<file path="src/rtl/decoder_strobe_seq.sv">
// Sequenced one-hot strobe decoder: SINGLE or SWEEP walks, each index held HOLD enabled cycles.
// Optional DECODER_STROBE_DOWN_EN adds a 'down' input that makes SWEEP walk toward index 0.
module decoder_strobe_seq #(
    parameter int N    = 5,
    parameter int HOLD = 1
) (
    input  logic              clk,
    input  logic              rst,
    input  logic              ena,
    input  logic              in_valid,
    output logic              in_ready,
    input  logic [N-1:0]      in,
    input  logic              sweep,
`ifdef DECODER_STROBE_DOWN_EN
    input  logic              down,
`endif
    output logic [2**N-1:0]   out,
    output logic              busy,
    output logic              done
);

    localparam int            CW      = $clog2(HOLD + 1);
    localparam logic [CW-1:0] HOLD_M1 = CW'(HOLD - 1);
    localparam logic [N-1:0]  LAST    = '1;

    typedef enum logic {IDLE, STROBE} state_t;

    state_t        state;
    logic [N-1:0]  addr;
    logic [CW-1:0] hold_cnt;
    logic          mode;
    logic          at_end;
    logic [N-1:0]  addr_nxt;

`ifdef DECODER_STROBE_DOWN_EN
    logic          dir_dn;
    assign at_end   = dir_dn ? (addr == '0) : (addr == LAST);
    assign addr_nxt = dir_dn ? (addr - N'(1)) : (addr + N'(1));
`else
    assign at_end   = (addr == LAST);
    assign addr_nxt = addr + N'(1);
`endif

    assign in_ready = (state == IDLE);
    assign busy     = (state == STROBE);

    always_comb begin
        out = '0;
        if (state == STROBE && ena)
            out[addr] = 1'b1;
    end

    // Sequencer: all progress is gated by ena except request acceptance
    always_ff @(posedge clk or posedge rst) begin
        if (rst) begin
            state    <= IDLE;
            addr     <= '0;
            hold_cnt <= '0;
            mode     <= 1'b0;
            done     <= 1'b0;
`ifdef DECODER_STROBE_DOWN_EN
            dir_dn   <= 1'b0;
`endif
        end else begin
            done <= 1'b0;
            case (state)
                IDLE: begin
                    if (in_valid) begin
                        addr     <= in;
                        mode     <= sweep;
                        hold_cnt <= HOLD_M1;
                        state    <= STROBE;
`ifdef DECODER_STROBE_DOWN_EN
                        dir_dn   <= down;
`endif
                    end
                end
                STROBE: begin
                    if (ena) begin
                        if (hold_cnt != '0) begin
                            hold_cnt <= hold_cnt - CW'(1);
                        end else if (!mode || at_end) begin
                            state <= IDLE;
                            done  <= 1'b1;
                        end else begin
                            addr     <= addr_nxt;
                            hold_cnt <= HOLD_M1;
                        end
                    end
                end
                default: state <= IDLE;
            endcase
        end
    end

endmodule

</file>
<file path="config.mk">
export PLATFORM = sky130hd
export DESIGN_NAME = decoder_strobe_seq
export DESIGN_NICKNAME = d
export VERILOG_FILES = /design/src/rtl/decoder_strobe_seq.sv
export SDC_FILE = /design/constraint.sdc
export NUM_CORES = 1
export LEC_CHECK = 0
export BUFFER_PORTS_ARGS = -buffer_cell sky130_fd_sc_hd__buf_4
export CAP_MARGIN = 20
export CORE_MARGIN = 5
export CORE_UTILIZATION = 37
export CTS_CLUSTER_SIZE = 16
export DETAILED_ROUTE_END_ITERATION = 6
export GPL_TIMING_DRIVEN = 0
export MAX_ROUTING_LAYER = met4
export PLACE_DENSITY = 0.74
export SYNTH_ARGS = -nofsm -noshare
export SYNTH_HDL_FRONTEND = slang
export SYNTH_SLANG_ARGS = --single-unit
</file>
<file path="constraint.sdc">
create_clock -name clk -period 1.63 [get_ports clk]
set_input_delay 0.326 -clock clk [delete_from_list [all_inputs] [get_ports clk]]
set_output_delay 0.326 -clock clk [all_outputs]
set_load 0.01 [all_outputs]
</file>
==> results of run 1 <==
[cell usage after synthesis, types with 2 or more instances]
cell                        n
sky130_fd_sc_hd__dfrtp_1    8
sky130_fd_sc_hd__nand3b_1   4
sky130_fd_sc_hd__clkbuf_1   3
sky130_fd_sc_hd__mux2i_1    2
sky130_fd_sc_hd__nor2_1    37
sky130_fd_sc_hd__ha_1       5
sky130_fd_sc_hd__nand3_1    8
sky130_fd_sc_hd__o21ai_0    2
sky130_fd_sc_hd__a211o_1    2
sky130_fd_sc_hd__inv_1      5
sky130_fd_sc_hd__and3_1     3
sky130_fd_sc_hd__nand2_1    3
[metrics by stage]
step / setup TNS [ps] / setup WS [ps] / util / hold slack [ps]
final: -2140 / -156 / 0.803 / 28.0
after global routing: -4970 / -227 / 0.803 / 48.0
after CTS: -2170 / -127 / 0.716 / 39.1
after detailed placement: -423 / -147 / 0.607 / 304
after global placement: -302 / -113 / 0.607 / 300
after floorplan: -6.09 / -3.07 / - / 142
[worst max-delay path, delay by kind of cell, from the launching register on]
kind	cells	cell delay, ps
DFF	1	450
and+or+nand+nor	2	290
buffers and inverters	2	260
adders and majority gates	1	210
[report_power, final]
group	internal, W	switching [W]	leakage [nW]	total, W
registers	0.000297	0.000100	0.0908	0.000397
clock network	0.0000842	0.0000670	0.0138	0.000151
logic	0.000775	0.000745	0.560	0.00152
[timing repair]
action,4_1_cts,5_1_grt
resized for setup,23,30
pin swaps,3,13
setup endpoints to repair,37,37
setup buffers,12,6
[cell families (layout without fill, tap and decap cells)]
family	after synthesis	count (layout)	share of synthesized area
AND/OR/NAND/NOR	61	61	0.423
adder cells (fa/ha/maj)	5	5	0.0890
flip-flops	8	8	0.285
AO/OA/AOI/OAI	9	9	0.105
buffers and inverters	9	74	0.0534
multiplexers	3	3	0.0445
[registers in the layout, summed over array words and instances, names as in the netlist]
name	count
busy	1
addr	5
mode	1
done	1
[layer usage]
| metal | GRT usage | wire length, um | vias up |
|---|---|---|---|
| li1 | - | - | 456 |
| met1 | 0.217 | 1050 | 430 |
| met2 | 0.296 | 1220 | 66 |
| met3 | 0.0416 | 335 | 10 |
| met4 | 0.0596 | 49 | 0 |
| met5 | - | 0 | - |
[worst paths after layout]
| check | startpoint | endpoint | slack, ps | depth (start not counted) |
|---|---|---|---|---|
| min in group clk | in_valid | busy | 320 | 3 |
| max in group asynchronous | rst | busy | 1330 | 2 |
| min reg2reg | mode | done | 550 | 1 |
| max | addr[1] | out[12] | -160 | 5 |
| min | rst | addr[0] | 30 | 2 |
| max reg2reg | addr[1] | addr[0] | -70 | 6 |
[cell type report]
class,count,area (sq um)
buffer,4,53.8
clock buffer,3,22.5
fill,126,348
inverter,5,18.8
multi-input combinational,78,598
sequential,8,204
tap,25,31.3
timing repair buffer,62,488
==> flow_results.org, run 1 <==
** CTS
- The tree built by TritonCTS fans out to 8 sinks.
- CTS Hold Bufs :: 0
- TritonCTS built the clock tree.
- Deepest clock path buffer count :: 2
- Counting the buffers created by CTS gives 3.
- Buffer cell driving the clock tree root :: sky130_fd_sc_hd__clkbuf_4
- In this run the number of H-tree levels came out at 1.
- After clock tree synthesis, the clock-pin slew on the worst setup and hold paths is 60 ps.
- The later pin in the worst-skew pair is clocked with a latency of 250 ps.

** STA
- Setup clock skew after layout :: a little over 3 ps
- Minimum clock period :: 1790 ps
- Slew at the pin with the worst max-slew slack :: approximately 330 ps
- Relative max-transition margin :: 0.781
- Setup violations remaining at the end of the flow were counted as 32.
- Across all setup checks in the final design, the least slack found is -156 ps.
- Setup repair after global routing could not meet its margin everywhere.
- Post-route fraction of the period consumed by the critical path :: 1.10
- The hold violation total from the final report was 0.
- The max-slew violation count came to 0.
- Max Clk Rate :: roughly 0.56 GHz

** Yosys
- Synthesis produced 95 cells.
- Number of flip-flops and latches in the synthesized netlist :: 8
- Among all flip-flop cells after synthesis, the most frequent one is sky130_fd_sc_hd__dfrtp_1.
- Number of warnings reported in the yosys synthesis log :: 0
- Synthesized net count :: 110
- The biggest area contributor in the post-synthesis netlist is sky130_fd_sc_hd__dfrtp_1.
- Leading post-synthesis cells by cell area :: sky130_fd_sc_hd__dfrtp_1 (28%), sky130_fd_sc_hd__nor2_1 (20%), sky130_fd_sc_hd__ha_1 (8.9%)
- Library cells used by synthesis :: 25
- Synthesized cell area :: approximately 700 sq um
- The share of synthesized area in the top cell type comes to 0.285.
- Async SR Flop Fraction :: 1.00
- For this run, the register share of the synthesized area comes to 0.285.
- Syn avg cell area :: 7.40 sq um
- EDFF count, synth :: 0

** Global route
- Summed over all layers, the global routing overflow is 0.
- Initial antenna violation count :: 0
- Maximum number of pins on one net before global-route repair :: 11
- Via count of the first global-routing pass :: approximately 840
- The first global-routing pass estimated roughly 3700 um of wire.
- For this run, the total global-route usage over all layers was measured as 0.180.

** Status
- The checks that failed: negative setup slack.
- The run finished, with violations left.

** Placed design
- Summed over all nets, the half-perimeter wirelength after detailed placement is between 1500 and 2000 um.
- During placement, the flow inserted port buffers numbering 44.
- Standard cell area after detailed placement :: between 1000 and 1500 sq um
- Number of placed instances, taps included :: 164
- The congestion estimate from routability-driven global placement came to just over 0.8.

** Die
- The initial utilization of the core area, before any placement, comes to 0.399.
- The floorplan has 15 rows.
- The die covers roughly 2900 sq um.
- Num ports :: 45
- Floorplan core area :: 1760 sq um
- DIE HEIGHT :: ~54 um
- From left edge to right edge, the die measures roughly 54 um.

** Final layout
- Signed area change from the synthesized netlist to the final layout :: 101%
- The number of antenna diodes in the final layout is 0.
- Final-stage net count :: between 150 and 200
- Leaving out fill and tap cells, the most frequent cell in the layout is sky130_fd_sc_hd__buf_4.
- Post-Layout Cell Count :: about 190
- Layout Cell Area excl Fill :: between 1000 and 1500 sq um
- Of the cells placed in the final design, the portion with a size suffix greater than 1 is 0.650.
- In the layout the commonest cells are sky130_fd_sc_hd__buf_4 (56), sky130_fd_sc_hd__nor2_1 (24), sky130_fd_sc_hd__nor2_2 (12).

** Pwr
- Summing internal, switching and leakage power gives 0.00207 W.
- Dividing total power by cell area gives a power density of between 1000 and 1500 nW/um^2.
- The worst-case IR drop observed on VDD is ~0.97 mV.
- The analysis attributes to cell leakage a power of 0.664 nW.

** Critical path
- Worst Setup Path Type :: flip-flop to primary output
- Arrival @ worst endpoint :: ~1500 ps
- Crit path largest cell delay :: 450 ps
- Sequence of cells on the critical path :: inv_2, ha_2, nand3_4, nor2_1, buf_4
- The worst setup path is launched from a flip-flop.
- Critical Path Slowest Stage Cell :: sky130_fd_sc_hd__dfrtp_2
- Crit Path Max Fanout :: 8
- STA classifies the critical path endpoint as a primary output.
- For the worst setup path, the data required time is 1300 ps.

** Routing
- For this run, design rule violations remaining after detail routing come to 0.
- Antenna violation net count after detailed routing :: 0
- Total length of routed wires :: about 2700 um
- In the final routed layout, each cell accounts on average for ~14 um.
- The first routing iteration left 13 violations.
- After detailed routing, the number of vias per cell comes to between 5 and 6.
- First-pass detailed-route iteration total :: 4
- The final route contains between 900 and 1000 vias.

** Min path
- Worst min-delay path category :: input port to asynchronous set/reset pin

** Run
- The tool flagged a number of max-cap violations equal to 0.
Power figures use the tool's default switching activity.
==> run 2, diff against run 1 <==
- PLACE_DENSITY: 0.74 -> 0.71
==> flow_results.org, run 2 (synthesis results as in run 1) <==
** Pwr
- Max VDD drop :: 0.924 mV
- PwrDens :: 1440 nW/um^2
- Static power due to leakage :: between 0.6 and 0.7 nW

** Final layout
- Register area :: between 200 and 250 sq um
- Post-Layout Cell Count :: ~180
- The multi-input combinational cells in the finished layout cover a total of between 600 and 700 sq um.
- With fillers left out, the area of the finished cells amounts to ~1400 sq um.
- The register with the most flip-flops in the layout has 5 of them.
- The top cell types in the final layout, fill and taps aside, are sky130_fd_sc_hd__buf_4 (51), sky130_fd_sc_hd__nor2_1 (22), sky130_fd_sc_hd__nor2_2 (11).
- Fillers :: between 100 and 150
- Proportion of layout cells with a drive suffix above 1 :: 0.654
- The library cell used most frequently in the layout, excluding fill and tap cells, is sky130_fd_sc_hd__buf_4.
- Antenna diodes :: 0
- Register ranked first by flip-flop count :: addr
- Relative to the synthesized area, the layout overhead comes to 104%.
- Final-stage net count :: approximately 170

** Routing
- # DRC :: 0
- Total length of routed wires :: between 2000 and 3000 um
- In this run, the number of DRC markers left after iteration 0 of detailed routing was 12.
- The detail route stage leaves a number of antenna-violating nets equal to 0.
- First-pass detailed-route iteration total :: 4
- Total number of vias :: between 900 and 1000
- Dividing the detail-routed wire length by the instance count gives 14.5 um.
- Via density :: between 5 and 6

** Global route
- Global-route usage over all layers :: 0.193
- First-pass GRT wire length :: around 4200 um
- The number of global-route vias before repair was around 940.
- Maximum number of pins on one net before global-route repair :: 11
- Global-route congestion overflow total :: 0
- Initial antenna violation count :: 0

** CTS
- CTS built an H-tree with a depth of 1.
- Clock sink count :: 8
- The later pin in the worst-skew pair is clocked with a latency of between 200 and 300 ps.
- Clock-pin slew was measured on the worst setup and hold paths at roughly 50 ps.
- Buffer cell driving the clock tree root :: sky130_fd_sc_hd__clkbuf_4
- CTS Hold Bufs :: 0
- Number of buffers created by CTS :: 3
- The clock passes through at most 2 buffers.
- Clock tree from TritonCTS :: built

** STA
- The max-slew violation count is 0.
- Subtracting the final worst setup slack from the clock period gives 1790 ps.
- Worst Slack Setup Final :: -163 ps
- Unrepaired setup endpoints after global routing :: yes
- Setup clock skew after layout :: 4.60 ps
- In this run the tightest slew margin relative to its limit is 0.790.
- After routing, the total negative slack on setup checks comes to -3280 ps.
- Hold Violations, Final :: 0
- Setup violations remaining at the end of the flow were counted as 35.
- Based on the critical path, the design can be clocked at up to 0.558 GHz.
- Of the available clock period, the critical path in the final layout requires 1.10.
- Slew at the pin with the worst max-slew slack :: approximately 320 ps

** Critical path
- In this run the worst path has a maximum fanout of 5.
- In this run the critical register-to-register path is launched from addr[0].
- Setup crit start :: addr[3]
- Arrival @ worst endpoint :: about 1500 ps
- Critical path launch point type :: flip-flop
- Data on the critical path is required at its endpoint by around 1300 ps.
- Nature of the critical path endpoint :: primary output
- The critical path is of the flip-flop to primary output type.

** Status
- The flow ran to the end, but the final reports show violations.
- Violated checks :: negative setup slack

** Min path
- The min-delay analysis places its worst path in the category input port to asynchronous set/reset pin.

** Die
- Initial cell density of the core :: 0.399
- During I/O placement, the number of pins put on the boundary was 45.
- The region available for standard cell placement spans 1760 sq um.
- DIE HEIGHT :: approximately 54 um
- The floorplan has 15 rows.
- Horizontal extent of the die :: ~54 um
- The die covers ~2900 sq um.

** Placed design
- The placed instances occupy a cell area of between 1000 and 1500 sq um.
- The number of placed instances, taps included, is 164.
- At the end of routability-driven placement, the weighted congestion stood at between 0.8 and 0.9.
- Hpwl dp :: around 1800 um
- Port bufs :: 44

** Run
- Number of max-cap violations :: 0
run 2: what timing repair did:
action                                  in CTS  in global routing
gates resized for setup                     33                 31
setup buffers                                9                  5
pin swaps                                   11                 14
endpoints found under the setup margin      37                 37
run 2: layout make-up:
class,count,area share
Tap cell,25,0.0218
Inverter,5,0.0165
Timing Repair Buffer,58,0.321
Clock buffer,3,0.0157
Buffer,4,0.0392
Multi-Input combinational cell,78,0.444
Sequential cell,8,0.142
run 2: path summary, 6_finish.rpt:
path / to / slack [ps] / depth (start not counted)
setup reg to reg: addr[0] / -90 / 6
hold / removal: addr[0] / 20 / 2
setup / recovery: out[22] / -160 / 5
max in group asynchronous: busy / 1350 / 2
min in group clk: mode / 310 / 2
hold reg to reg: done / 560 / 1
run 2: report_power, final:
| group | internal (W) | total (W) | switching (W) |
|---|---|---|---|
| logic | 0.000749 | 0.00150 | 0.000752 |
| registers | 0.000297 | 0.000424 | 0.000127 |
| clock network | 0.0000840 | 0.000148 | 0.0000637 |
run 2: metrics by stage:
stage	power (W)	util	hold slack [ps]	setup slack, ps
finish	0.00207	0.815	22.2	-163
global route	0.00224	0.815	40.6	-233
CTS	0.00179	0.727	41.7	-122
detailed placement	0.00128	0.607	307	-137
global placement	0.00125	0.607	300	-117
floorplan	0.000992	-	142	-3.07
run 2: critical path: stages, from the launching register on:
cell and delay, ps:
sky130_fd_sc_hd__dfrtp_1 380, sky130_fd_sc_hd__clkbuf_8 150, sky130_fd_sc_hd__buf_6 120, sky130_fd_sc_hd__nand3b_1 250, sky130_fd_sc_hd__nor2_1 160, sky130_fd_sc_hd__buf_4 140
run 2: metal layers:
| layer | global-route usage | vias up | wire length, um |
|---|---|---|---|
| met5 | - | - | 0 |
| met2 | 0.335 | 50 | 1260 |
| met1 | 0.222 | 437 | 1010 |
| li1 | - | 447 | - |
| met3 | 0.0443 | 4 | 299 |
| met4 | 0.0553 | 0 | 42 |
==> run 3, diff against run 2 <==
- CELL_PAD_IN_SITES_DETAIL_PLACEMENT: unset -> 0
- CELL_PAD_IN_SITES_GLOBAL_PLACEMENT: unset -> 1
- CORE_UTILIZATION: 37 -> 25
- PLACE_DENSITY: 0.71 -> 0.72
==> flow_results.org, run 3 (synthesis results as in run 1) <==
** Status
- The flow ran to the end, but the final reports show violations.
- The final reports fail on negative setup slack.

** Pwr
- PwrDens :: about 1400 nW/um^2
- Across the VDD grid, the largest voltage drop is 0.954 mV.
- Static power due to leakage :: ~0.66 nW

** Die
- For this configuration, the core starts out at a cell density of 0.257.
- Measured along the y axis, the die boundary spans 63.0 um.
- The core region is between 2000 and 3000 sq um.
- From left edge to right edge, the die measures about 63 um.
- Num ports :: 45
- The die covers ~4000 sq um.
- The floorplan has 19 rows.

** Final layout
- Antenna diodes :: 0
- Fillers :: approximately 280
- Leaving out fill and tap cells, the most frequent cell in the layout is sky130_fd_sc_hd__buf_4.
- Core Util, Final :: 0.524
- The register with the most flip-flops in the layout has 5 of them.
- Layout Cell Area excl Fill :: between 1000 and 1500 sq um
- In the layout the commonest cells are sky130_fd_sc_hd__buf_4 (54), sky130_fd_sc_hd__nor2_1 (27), sky130_fd_sc_hd__nor2_2 (7).
- The final layout contains 175 nets.
- In the final layout, the share of cells above drive strength 1 is 0.620.
- More flip-flops sit in one register than any other, and that register is addr.
- The finished layout holds around 190 standard cells, fillers aside.
- Signed area change from the synthesized netlist to the final layout :: 104%

** Run
- Number of max-cap violations :: 0

** STA
- Relative max-transition margin :: 0.790
- Dividing the final minimum period by the clock period gives 1.10.
- Pins Over Slew Limit :: 0
- Post-Route Hold Slack :: roughly 20 ps
- Max Clk Rate :: 0.557 GHz
- Between clock sinks in the finished design, the worst skew comes to 6.60 ps.
- Setup repair after global routing could not meet its margin everywhere.
- Minimum clock period :: 1800 ps
- Count of final setup violators :: 35
- Slew at the pin with the worst max-slew slack :: 315 ps
- Worst Slack Setup Final :: -167 ps
- The hold violation total from the final report was 0.

** Critical path
- Nature of the critical path endpoint :: primary output
- Setup crit start :: addr[2]
- Walking the worst path, the cells encountered are clkbuf_8, or3b_4, nor2_2, buf_4.
- Reg2Reg Setup Slack :: -130 ps
- Beginning of the worst register-to-register path :: addr[0]
- Critical path launch point type :: flip-flop
- Reg2Reg Depth :: 6
- Data required time at the worst endpoint :: 1300 ps
- Worst Setup Path Type :: flip-flop to primary output
- Crit Path Max Fanout :: 4
- Crit path largest cell delay :: around 440 ps
- Worst reg2reg path endpoint :: addr[3]
- Critical Path Slowest Stage Cell :: sky130_fd_sc_hd__or3b_4
- Arrival @ worst endpoint :: approximately 1500 ps

** Routing
- Antenna violation net count after detailed routing :: 0
- Summed over all layers, the routed wires come to 2490 um.
- Dividing the detail-routed wire length by the instance count gives ~13 um.
- For this run, the detailed router's first-pass iteration total came to 4.
- # DRC :: 0
- Violation count after the first detailed-routing iteration :: 26
- Dividing the detail-routed via count by the number of cells gives between 4 and 5.
- Total number of vias :: 870

** Placed design
- In this run, placement finished with an instance count of 170.
- The congestion estimate from routability-driven global placement came to between 0.7 and 0.8.
- Port buffering added 44 buffers.
- Once placement finished, the instance area stood at about 1100 sq um.
- After legalization and detailed placement, the total HPWL measured between 1500 and 2000 um.
- Minimum setup slack after placement :: -143 ps

** Min path
- Worst min-delay path category :: input port to asynchronous set/reset pin

** Global route
- Initial antenna violation count :: 0
- In the global route stage, overall resource usage came out at 0.132.
- Via count of the first global-routing pass :: between 900 and 1000
- First-pass GRT wire length :: roughly 4200 um
- Entering global routing, the biggest net connects 11 pins.
- The total overflow left after global routing is 0.

** CTS
- Counting the buffers created by CTS gives 3.
- Clock-pin slew was measured on the worst setup and hold paths at 60 ps.
- CTS Hold Bufs :: 0
- Clock tree from TritonCTS :: built
- Clock latency on the worst-skew pair, taken at its later pin, is ~250 ps.
- Deepest clock path buffer count :: 2
- Depth of the CTS H-tree :: 1
- Clock tree synthesis found a total of 8 sinks.
- Buffer cell driving the clock tree root :: sky130_fd_sc_hd__clkbuf_4
==> run 3: per-layer routing <==
metal  vias to the layer above  wire length, um  track usage
met5                         -                0            -
met4                         0                4       0.0398
met3                         2              216       0.0378
met2                        37             1220        0.223
met1                       386             1050        0.148
li1                        445                -            -
==> run 3: what timing repair did <==
item | CTS | global route
cloned | 0 | 0
endpoints found under the setup margin | 37 | 37
resized for setup | 38 | 17
pin swaps | 9 | 18
setup buffers | 13 | 3
==> run 3: cell type report <==
class	instances	area (sq um)	area share
Multi-Input combinational cell	78	618	0.431
Timing Repair Buffer	60	473	0.330
Sequential cell	8	204	0.142
Buffer	4	56.3	0.0393
Tap cell	31	38.8	0.0271
Clock buffer	3	22.5	0.0157
Inverter	5	21.3	0.0148
==> run 3: worst max-delay path by stage <==
stage / end / slack, ps / cells past startpoint
2_1_floorplan: addr[0] / -3 / 6
3_3_place_gp: addr[0] / -120 / 6
3_5_place_dp: addr[0] / -140 / 6
4_1_cts: out[19] / -130 / 4
5_1_grt: out[25] / -240 / 5
6_report: out[18] / -170 / 4
==> run 3: power breakdown <==
part	switching, W	total (W)	internal, W
logic	0.000711	0.00148	0.000765
registers	0.000130	0.000427	0.000297
clock network	0.0000664	0.000151	0.0000842
==> run 3: critical path: cells and delay by family (launching register included) <==
family | cells | cell delay, ps
AND/OR/NAND/NOR | 2 | 540
buffers and inverters | 2 | 280
flip-flops | 1 | 410
==> run 3: through the flow <==
| stage | TNS [ps] | total power (W) |
|---|---|---|
| 2_1_floorplan | -6.09 | 0.000992 |
| 6_report | -2840 | 0.00205 |
| 4_1_cts | -2510 | 0.00196 |
| 3_5_place_dp | -433 | 0.00129 |
| 3_3_place_gp | -315 | 0.00126 |
| 5_1_grt | -5840 | 0.00223 |
